===== src/rtl/isa_pkg.sv =====
// Shared ISA definitions for the issue scheduler: opcode nibbles, register file
// geometry, controller states and the per-op result latency lookup.
package isa_pkg;
  localparam int NIB_W    = 4;
  localparam int NUM_REGS = 8;
  localparam int REG_W    = 3;
  localparam int LAT_W    = 3;

  localparam logic [NIB_W-1:0] OP_ADD = 4'd0;
  localparam logic [NIB_W-1:0] OP_SUB = 4'd1;
  localparam logic [NIB_W-1:0] OP_MUL = 4'd2;
  localparam logic [NIB_W-1:0] OP_DIV = 4'd3;
  localparam logic [NIB_W-1:0] OP_END = 4'd4;

  typedef enum logic [3:0] {
    S_IDLE, S_F_OP, S_F_RD, S_F_RS1, S_F_RS2, S_CHECK, S_ISSUE, S_DRAIN, S_DONE
  } state_t;

  function automatic logic [LAT_W-1:0] op_latency(input logic [1:0] op,
                                                  input int lat_add,
                                                  input int lat_mul,
                                                  input int lat_div);
    case ({2'b00, op})
      OP_MUL:  return LAT_W'(lat_mul);
      OP_DIV:  return LAT_W'(lat_div);
      default: return LAT_W'(lat_add);
    endcase
  endfunction
endpackage


===== src/rtl/issue_scheduler_if.sv =====
// Issue port between the scheduler (master) and the execution unit (slave).
interface issue_scheduler_if;
  import isa_pkg::*;

  // A transfer happens on a rising edge where issue_valid && issue_ready; the
  // master holds valid and all fields stable until then, ready may toggle freely.
  logic             issue_valid;
  logic             issue_ready;
  logic [1:0]       issue_op;
  logic [REG_W-1:0] issue_rd;
  logic [REG_W-1:0] issue_rs1;
  logic [REG_W-1:0] issue_rs2;

  modport master (output issue_valid, issue_op, issue_rd, issue_rs1, issue_rs2,
                  input  issue_ready);
  modport slave  (input  issue_valid, issue_op, issue_rd, issue_rs1, issue_rs2,
                  output issue_ready);
endinterface


===== src/rtl/reg_scoreboard.sv =====
// Per-register result countdowns; a register is busy while its count is nonzero.
module reg_scoreboard
  import isa_pkg::*;
(
  input  logic                clk,
  input  logic                rst_n,
  input  logic                set_en,
  input  logic [REG_W-1:0]    set_idx,
  input  logic [LAT_W-1:0]    set_lat,
  output logic [NUM_REGS-1:0] busy,
  output logic                all_idle
);
  logic [LAT_W-1:0] r_cnt [NUM_REGS];

  // A new issue to a register replaces its countdown instead of decrementing it.
  always_ff @(posedge clk or negedge rst_n) begin
    if (!rst_n) begin
      for (int i = 0; i < NUM_REGS; i++) r_cnt[i] <= '0;
    end else begin
      for (int i = 0; i < NUM_REGS; i++) begin
        if (set_en && (set_idx == REG_W'(i))) r_cnt[i] <= set_lat;
        else if (r_cnt[i] != '0)              r_cnt[i] <= r_cnt[i] - LAT_W'(1);
      end
    end
  end

  always_comb begin
    busy = '0;
    for (int i = 0; i < NUM_REGS; i++) busy[i] = (r_cnt[i] != '0);
  end

  assign all_idle = ~|busy;
endmodule


===== src/rtl/issue_scheduler.sv =====
// In-order issue controller: fetches 4-nibble instructions, stalls on RAW/WAW
// hazards against the register scoreboard and hands instructions to execution.
module issue_scheduler
  import isa_pkg::*;
#(
  parameter int ADDR_W    = 6,
  parameter int PROG_BASE = 8,
  parameter int LAT_ADD   = 1,
  parameter int LAT_MUL   = 3,
  parameter int LAT_DIV   = 6,
  parameter int CNT_W     = 16
) (
  input  logic               clk,
  input  logic               rst_n,
  input  logic               start,
  output logic [ADDR_W-1:0]  mem_addr,
  input  logic [NIB_W-1:0]   mem_data,
  issue_scheduler_if.master  iss,
  output logic [CNT_W-1:0]   raw_stalls,
  output logic [CNT_W-1:0]   waw_stalls,
  output logic [CNT_W-1:0]   instr_count,
  output logic               busy,
  output logic               done,
  output logic               err,
  output state_t             o_state
);
  state_t             r_state, w_state;
  logic [ADDR_W-1:0]  r_mem_addr, w_mem_addr;
  logic [ADDR_W:0]    w_addr_inc;
  logic               w_addr_ovf;
  logic [1:0]         r_op, w_op;
  logic [REG_W-1:0]   r_rd, w_rd, r_rs1, w_rs1, r_rs2, w_rs2;
  logic               r_valid, w_valid;
  logic [CNT_W-1:0]   r_raw, w_raw, r_waw, w_waw, r_icnt, w_icnt;
  logic               r_done, w_done, r_err, w_err;
  logic [NUM_REGS-1:0] w_busy;
  logic               w_all_idle, w_set_en, w_raw_hz, w_waw_hz;

  function automatic logic [CNT_W-1:0] sat_inc(input logic [CNT_W-1:0] v);
    return (&v) ? v : v + CNT_W'(1);
  endfunction

  assign w_addr_inc = {1'b0, r_mem_addr} + {{ADDR_W{1'b0}}, 1'b1};
  assign w_addr_ovf = w_addr_inc[ADDR_W];
  assign w_raw_hz   = w_busy[r_rs1] | w_busy[r_rs2];
  assign w_waw_hz   = w_busy[r_rd];

  reg_scoreboard u_sb (
    .clk      (clk),
    .rst_n    (rst_n),
    .set_en   (w_set_en),
    .set_idx  (r_rd),
    .set_lat  (op_latency(r_op, LAT_ADD, LAT_MUL, LAT_DIV)),
    .busy     (w_busy),
    .all_idle (w_all_idle)
  );

  always_comb begin
    w_state    = r_state;
    w_mem_addr = r_mem_addr;
    w_op       = r_op;
    w_rd       = r_rd;
    w_rs1      = r_rs1;
    w_rs2      = r_rs2;
    w_valid    = r_valid;
    w_raw      = r_raw;
    w_waw      = r_waw;
    w_icnt     = r_icnt;
    w_done     = r_done;
    w_err      = r_err;
    w_set_en   = 1'b0;
    case (r_state)
      S_IDLE, S_DONE: if (start) begin
        w_mem_addr = ADDR_W'(PROG_BASE);
        w_raw      = '0;
        w_waw      = '0;
        w_icnt     = '0;
        w_done     = 1'b0;
        w_err      = 1'b0;
        w_state    = S_F_OP;
      end
      S_F_OP: begin
        if (mem_data == OP_END) begin
          w_state = S_DRAIN;
        end else if (mem_data > OP_END || w_addr_ovf) begin
          w_err   = 1'b1;
          w_state = S_DONE;
        end else begin
          w_op       = mem_data[1:0];
          w_mem_addr = w_addr_inc[ADDR_W-1:0];
          w_state    = S_F_RD;
        end
      end
      S_F_RD, S_F_RS1: begin
        if (mem_data[NIB_W-1] || w_addr_ovf) begin
          w_err   = 1'b1;
          w_state = S_DONE;
        end else begin
          if (r_state == S_F_RD) w_rd = mem_data[REG_W-1:0];
          else                   w_rs1 = mem_data[REG_W-1:0];
          w_mem_addr = w_addr_inc[ADDR_W-1:0];
          w_state    = (r_state == S_F_RD) ? S_F_RS1 : S_F_RS2;
        end
      end
      // The rs2 address is held until the handshake, which advances to the next opcode.
      S_F_RS2: begin
        if (mem_data[NIB_W-1]) begin
          w_err   = 1'b1;
          w_state = S_DONE;
        end else begin
          w_rs2   = mem_data[REG_W-1:0];
          w_state = S_CHECK;
        end
      end
      S_CHECK: begin
        if (w_raw_hz || w_waw_hz) begin
          if (w_raw_hz) w_raw = sat_inc(r_raw);
          if (w_waw_hz) w_waw = sat_inc(r_waw);
        end else begin
          w_valid = 1'b1;
          w_state = S_ISSUE;
        end
      end
      S_ISSUE: if (iss.issue_ready) begin
        w_valid  = 1'b0;
        w_set_en = 1'b1;
        w_icnt   = sat_inc(r_icnt);
        if (w_addr_ovf) begin
          w_err   = 1'b1;
          w_state = S_DONE;
        end else begin
          w_mem_addr = w_addr_inc[ADDR_W-1:0];
          w_state    = S_F_OP;
        end
      end
      S_DRAIN: if (w_all_idle) begin
        w_done  = 1'b1;
        w_state = S_DONE;
      end
      default: w_state = S_IDLE;
    endcase
  end

  always_ff @(posedge clk or negedge rst_n) begin
    if (!rst_n) begin
      r_state    <= S_IDLE;
      r_mem_addr <= ADDR_W'(PROG_BASE);
      r_op       <= '0;
      r_rd       <= '0;
      r_rs1      <= '0;
      r_rs2      <= '0;
      r_valid    <= 1'b0;
      r_raw      <= '0;
      r_waw      <= '0;
      r_icnt     <= '0;
      r_done     <= 1'b0;
      r_err      <= 1'b0;
    end else begin
      r_state    <= w_state;
      r_mem_addr <= w_mem_addr;
      r_op       <= w_op;
      r_rd       <= w_rd;
      r_rs1      <= w_rs1;
      r_rs2      <= w_rs2;
      r_valid    <= w_valid;
      r_raw      <= w_raw;
      r_waw      <= w_waw;
      r_icnt     <= w_icnt;
      r_done     <= w_done;
      r_err      <= w_err;
    end
  end

  assign mem_addr        = r_mem_addr;
  assign iss.issue_valid = r_valid;
  assign iss.issue_op    = r_op;
  assign iss.issue_rd    = r_rd;
  assign iss.issue_rs1   = r_rs1;
  assign iss.issue_rs2   = r_rs2;
  assign raw_stalls      = r_raw;
  assign waw_stalls      = r_waw;
  assign instr_count     = r_icnt;
  assign busy            = (r_state != S_IDLE) && (r_state != S_DONE);
  assign done            = r_done;
  assign err             = r_err;
  assign o_state         = r_state;
endmodule


===== src/flat_wrapper.sv =====
// flat-port wrapper written by rule: the top's interface ports become plain ports
module issue_scheduler_flat import isa_pkg::*;
#(
  parameter int ADDR_W    = 6,
  parameter int PROG_BASE = 8,
  parameter int LAT_ADD   = 1,
  parameter int LAT_MUL   = 3,
  parameter int LAT_DIV   = 6,
  parameter int CNT_W     = 16
)
  (clk, rst_n, start, mem_addr, mem_data, raw_stalls, waw_stalls, instr_count, busy, done, err, o_state, iss_issue_valid, iss_issue_op, iss_issue_rd, iss_issue_rs1, iss_issue_rs2, iss_issue_ready);
  issue_scheduler_if iss_i ();
  input  logic clk;
  input  logic rst_n;
  input  logic start;
  output logic [ADDR_W-1:0] mem_addr;
  input  logic [NIB_W-1:0] mem_data;
  output logic [CNT_W-1:0] raw_stalls;
  output logic [CNT_W-1:0] waw_stalls;
  output logic [CNT_W-1:0] instr_count;
  output logic busy;
  output logic done;
  output logic err;
  output state_t o_state;
  output wire logic [$bits(iss_i.issue_valid)-1:0] iss_issue_valid;
  output wire logic [$bits(iss_i.issue_op)-1:0] iss_issue_op;
  output wire logic [$bits(iss_i.issue_rd)-1:0] iss_issue_rd;
  output wire logic [$bits(iss_i.issue_rs1)-1:0] iss_issue_rs1;
  output wire logic [$bits(iss_i.issue_rs2)-1:0] iss_issue_rs2;
  input wire logic [$bits(iss_i.issue_ready)-1:0] iss_issue_ready;
  assign iss_issue_valid = iss_i.issue_valid;
  assign iss_issue_op = iss_i.issue_op;
  assign iss_issue_rd = iss_i.issue_rd;
  assign iss_issue_rs1 = iss_i.issue_rs1;
  assign iss_issue_rs2 = iss_i.issue_rs2;
  assign iss_i.issue_ready = iss_issue_ready;
  issue_scheduler #(.ADDR_W(ADDR_W), .PROG_BASE(PROG_BASE), .LAT_ADD(LAT_ADD), .LAT_MUL(LAT_MUL), .LAT_DIV(LAT_DIV), .CNT_W(CNT_W)) u_core (.clk(clk), .rst_n(rst_n), .start(start), .mem_addr(mem_addr), .mem_data(mem_data), .iss(iss_i), .raw_stalls(raw_stalls), .waw_stalls(waw_stalls), .instr_count(instr_count), .busy(busy), .done(done), .err(err), .o_state(o_state));
endmodule

===== config.mk =====
export PLATFORM = sky130hd
export DESIGN_NAME = issue_scheduler_flat
export DESIGN_NICKNAME = d
export VERILOG_FILES = /design/src/rtl/isa_pkg.sv /design/src/rtl/issue_scheduler_if.sv /design/src/rtl/reg_scoreboard.sv /design/src/rtl/issue_scheduler.sv /design/src/flat_wrapper.sv
export SDC_FILE = /design/constraint.sdc
export NUM_CORES = 1
export LEC_CHECK = 0
export CAP_MARGIN = 20
export CORE_MARGIN = 10
export CORE_UTILIZATION = 39
export CTS_CLUSTER_DIAMETER = 200
export DETAILED_ROUTE_END_ITERATION = 12
export SLEW_MARGIN = 20
export SYNTH_ARGS = -nofsm -noshare
export SYNTH_HDL_FRONTEND = slang
export SYNTH_HIERARCHICAL = 1
export SYNTH_SLANG_ARGS = --single-unit

===== constraint.sdc =====
create_clock -name clk -period 2.5 [get_ports clk]
set_input_delay 0.375 -clock clk [delete_from_list [all_inputs] [get_ports clk]]
set_output_delay 0.375 -clock clk [all_outputs]
set_load 0.01 [all_outputs]

==> run metrics <==
required time at the worst-slack endpoint 2730 ps; Longest Clk Path Bufs 2; via count 5097; layout net count 750; detailed route wirelength on metal3 708 um; number of library cell types mapped by synthesis 73; via count of the first global-routing pass 5072; clock period minus final worst setup slack 2430 ps; outcome complete, no violations; FFs w/ async S/R, synth 100%; Final setup viols 0; height of the chip 142 um; number of I/O port buffers 80; combined global-route utilization of all metal layers 15.4%; data arrival at the endpoint of the critical path 2660 ps; number of flops mapped to enable cells by yosys 0; Worst Setup Path Type flop to flop; 1st-pass router iterations 4; proportion of netlist area held by the largest area contributor 40.7%; final sum of negative setup slack 0 ps; Core Footprint 14600 sq um; number of cell rows 44; grt ovf 0; final critical-path share of the clock period 97.3%; number of buffers created by CTS 9; part of the power in registers 31.7%; delay of the slowest critical-path stage 530 ps; Seq/Total Area, Yosys 41.1%; multi-input combinational cell area 3320 sq um; synthesized netlist cell count 602; synthesized flop and latch total 96; number of vias per cell 5.59; CTS tree built; Synth warnings 6; final standard cell utilization of the core 52.1%; cell at the slowest stage of the critical path sky130_fd_sc_hd__or4_4; Sw Ratio 37.7%; Pwr Density 975 nW/um^2; worst slew pin tran 586 ps; wire length after detailed routing 15800 um; Fin Clk Skew 9.62 ps; total count of max-transition violations in the final report 0; switching pwr 2.80 mW; most area-hungry cell type in the Yosys netlist sky130_fd_sc_hd__dfrtp_1; number of nets still failing antenna checks after routing 0; worst setup slack after layout 67.1 ps; die area 20300 sq um; Routed WL per cell 17.4 um; Slew Limit Headroom 60.9%; largest net degree at the start of global routing 45; CTS clock-pin slew for the worst setup and hold paths 70 ps; post-synthesis net count 630; count of boundary I/O pins 81; met1 routed wirelength after detailed routing 6940 um; Worst Hold Class input port to asynchronous set/reset pin; total of fill cells in the finished design 1331; CTS H-Tree Depth 3; clock network fraction of total power 19.4%; most used flip-flop cell after synthesis sky130_fd_sc_hd__dfrtp_1; post-synthesis cell area 5850 sq um; root cell of the clock tree sky130_fd_sc_hd__clkbuf_16; source-to-sink clock delay at the later pin of the worst-skew pair 350 ps; number of antenna violations at the first check in global routing 0; PnR Total Power 7.41 mW; met2 routed WL 8030 um; Register Area 2400 sq um; starting density of the core 40.1%; worst supply voltage drop on vdd 0.000819 V; leakage power summed over all cells 3.27 nW; post-synthesis area per instance 9.71 sq um; uppermost signal routing layer after detailed routing met4; Comb power frac 48.9%; internal power consumption 4.61 mW; crit path max fanout 6; width of the chip 142 um; drt drc 0; post-placement setup slack -36.4 ps; cell types occupying the most area after synthesis sky130_fd_sc_hd__dfrtp_1 41%, sky130_fd_sc_hd__mux2i_1 5.5%, sky130_fd_sc_hd__ha_1 4.3%, sky130_fd_sc_hd__mux2_2 4.0%, sky130_fd_sc_hd__nand2_1 3.5%; routability-driven placement congestion ratio 0.829; count of final hold-check violations 0; max-capacitance violation count 0; Syn-to-layout area delta 30.0%; ant diodes 0; Critical Path Source Type flop; drt first-iter violations 373; post-DP HPWL 11500 um; Peak Freq 0.411 GHz; first-pass GRT wire length 25900 um; Sinks on Clock Net 96; ratio of cells with drive above 1 in the final layout 19.9%; element type at the critical path end flop; cells along the critical path inv_1 > ha_4 > nand2b_4 > or4_4 > nor4b_4 > o221ai_2 > a21oi_2 > mux2_4
==> repair_timing <==
action / in CTS / in global routing
hold buffers: 0 / 0
buffers inserted: 0 / 8
resized for setup: 1 / 31
pin swaps: 0 / 4
setup endpoints to repair: 3 / 35
==> power groups by stage <==
stage,sequential (mW),combinational (mW),clock [mW]
floorplan,2.33,2.07,0
global placement,2.34,3.16,0
detailed placement,2.35,3.30,0
CTS,2.33,3.33,1.48
global route,2.40,4.00,1.54
finish,2.35,3.62,1.44
==> layout by cell type, fill, tap and decap left out, types with 9 or more instances in the layout <==
cell and instances:
sky130_fd_sc_hd__buf_4 51, sky130_fd_sc_hd__or4_1 12, sky130_fd_sc_hd__and2_1 9, sky130_fd_sc_hd__inv_1 26
sky130_fd_sc_hd__mux2_2 19, sky130_fd_sc_hd__mux2i_1 31, sky130_fd_sc_hd__o21ai_0 25, sky130_fd_sc_hd__nor2_1 39
sky130_fd_sc_hd__a21oi_1 38, sky130_fd_sc_hd__nand3_1 23, sky130_fd_sc_hd__ha_1 15, sky130_fd_sc_hd__inv_2 10
sky130_fd_sc_hd__and3_1 16, sky130_fd_sc_hd__nand4_1 14, sky130_fd_sc_hd__dfrtp_1 95, sky130_fd_sc_hd__nand2_1 55
sky130_fd_sc_hd__clkbuf_16 9, sky130_fd_sc_hd__a31oi_1 14, sky130_fd_sc_hd__clkdlybuf4s50_1 79
==> sequential cells by signal (all words and copies together) (netlist names), 3 cells and up <==
name and flops:
u_core/raw_stalls 16, u_core/instr_count 16, u_core/iss.issue_rs2 3, u_core/iss.issue_rd 3, u_core/u_sb/r_cnt 24, u_core/iss.issue_rs1 3
u_core/o_state 4, u_core/waw_stalls 16, u_core/mem_addr 6
==> stage by stage <==
step	instance area (sq um)	hold slack (ps)	std cells
6_report	7600	26.2	911
3_5_place_dp	7090	420	887
4_1_cts	7410	39.6	903
3_3_place_gp	7090	417	887
5_1_grt	7600	64.6	911
2_1_floorplan	5850	79.4	602
==> path summary, 6_finish.rpt <==
path,from,endpoint,slack [ps],cells after the start
max reg2reg,u_core/u_sb/r_cnt[13]$_DFFE_PN0P_,u_core/o_state[2]$_DFFE_PN0P_,70,8
max in group asynchronous,rst_n,u_core/mem_addr[3]$_DFFE_PN1P_,1710,2
min in group clk,u_core/waw_stalls[12]$_DFFE_PN0P_,u_core/waw_stalls[12]$_DFFE_PN0P_,520,1
max,u_core/u_sb/r_cnt[13]$_DFFE_PN0P_,u_core/o_state[2]$_DFFE_PN0P_,70,8
min reg2reg,u_core/waw_stalls[12]$_DFFE_PN0P_,u_core/waw_stalls[12]$_DFFE_PN0P_,520,1
min,rst_n,u_core/iss.issue_op[0]$_DFFE_PN0P_,30,1
==> critical path: cells and delay by family, from the launching register on <==
family | cells | cell delay (ps)
simple gates | 3 | 960
flops | 1 | 370
compound gates | 2 | 370
mux | 1 | 320
fa+ha+maj | 1 | 170
buf+inv | 1 | 130
==> synthesized netlist by cell type, types with 16 or more instances <==
library cell,number
sky130_fd_sc_hd__a21oi_1,39
sky130_fd_sc_hd__and3_1,16
sky130_fd_sc_hd__dfrtp_1,95
sky130_fd_sc_hd__ha_1,20
sky130_fd_sc_hd__inv_1,34
sky130_fd_sc_hd__mux2_2,21
sky130_fd_sc_hd__mux2i_1,32
sky130_fd_sc_hd__nand2_1,55
sky130_fd_sc_hd__nand3_1,23
sky130_fd_sc_hd__nor2_1,39
sky130_fd_sc_hd__o21ai_0,25
==> metal layers <==
metal | vias up | track usage, %
met3 | 12 | 5.01
met5 | - | 0
met1 | 2553 | 18.5
met4 | 0 | 3.67
li1 | 2452 | -
met2 | 80 | 26.1
==> logic make-up after synthesis <==
logic type / synth area share (%)
buffers and inverters: 4.66
adders and majority gates: 4.28
xor gates and xnor gates: 1.20
muxes: 11.7
and+or+nand+nor: 23.1
AOI/OAI and AO/OA: 13.9
DFF: 41.1
==> final cells by class <==
class                   instances  share of cell area (%)
multi-input cells             447                    43.7
flip-flops and latches         96                    31.6
clock buffers                  12                    3.37
inverters                      36                    1.78
well taps                     184                    3.03
repair buffers                132                    15.8
clock inverters                 4                   0.675
No activity file was read; power rests on OpenSTA's default activity.
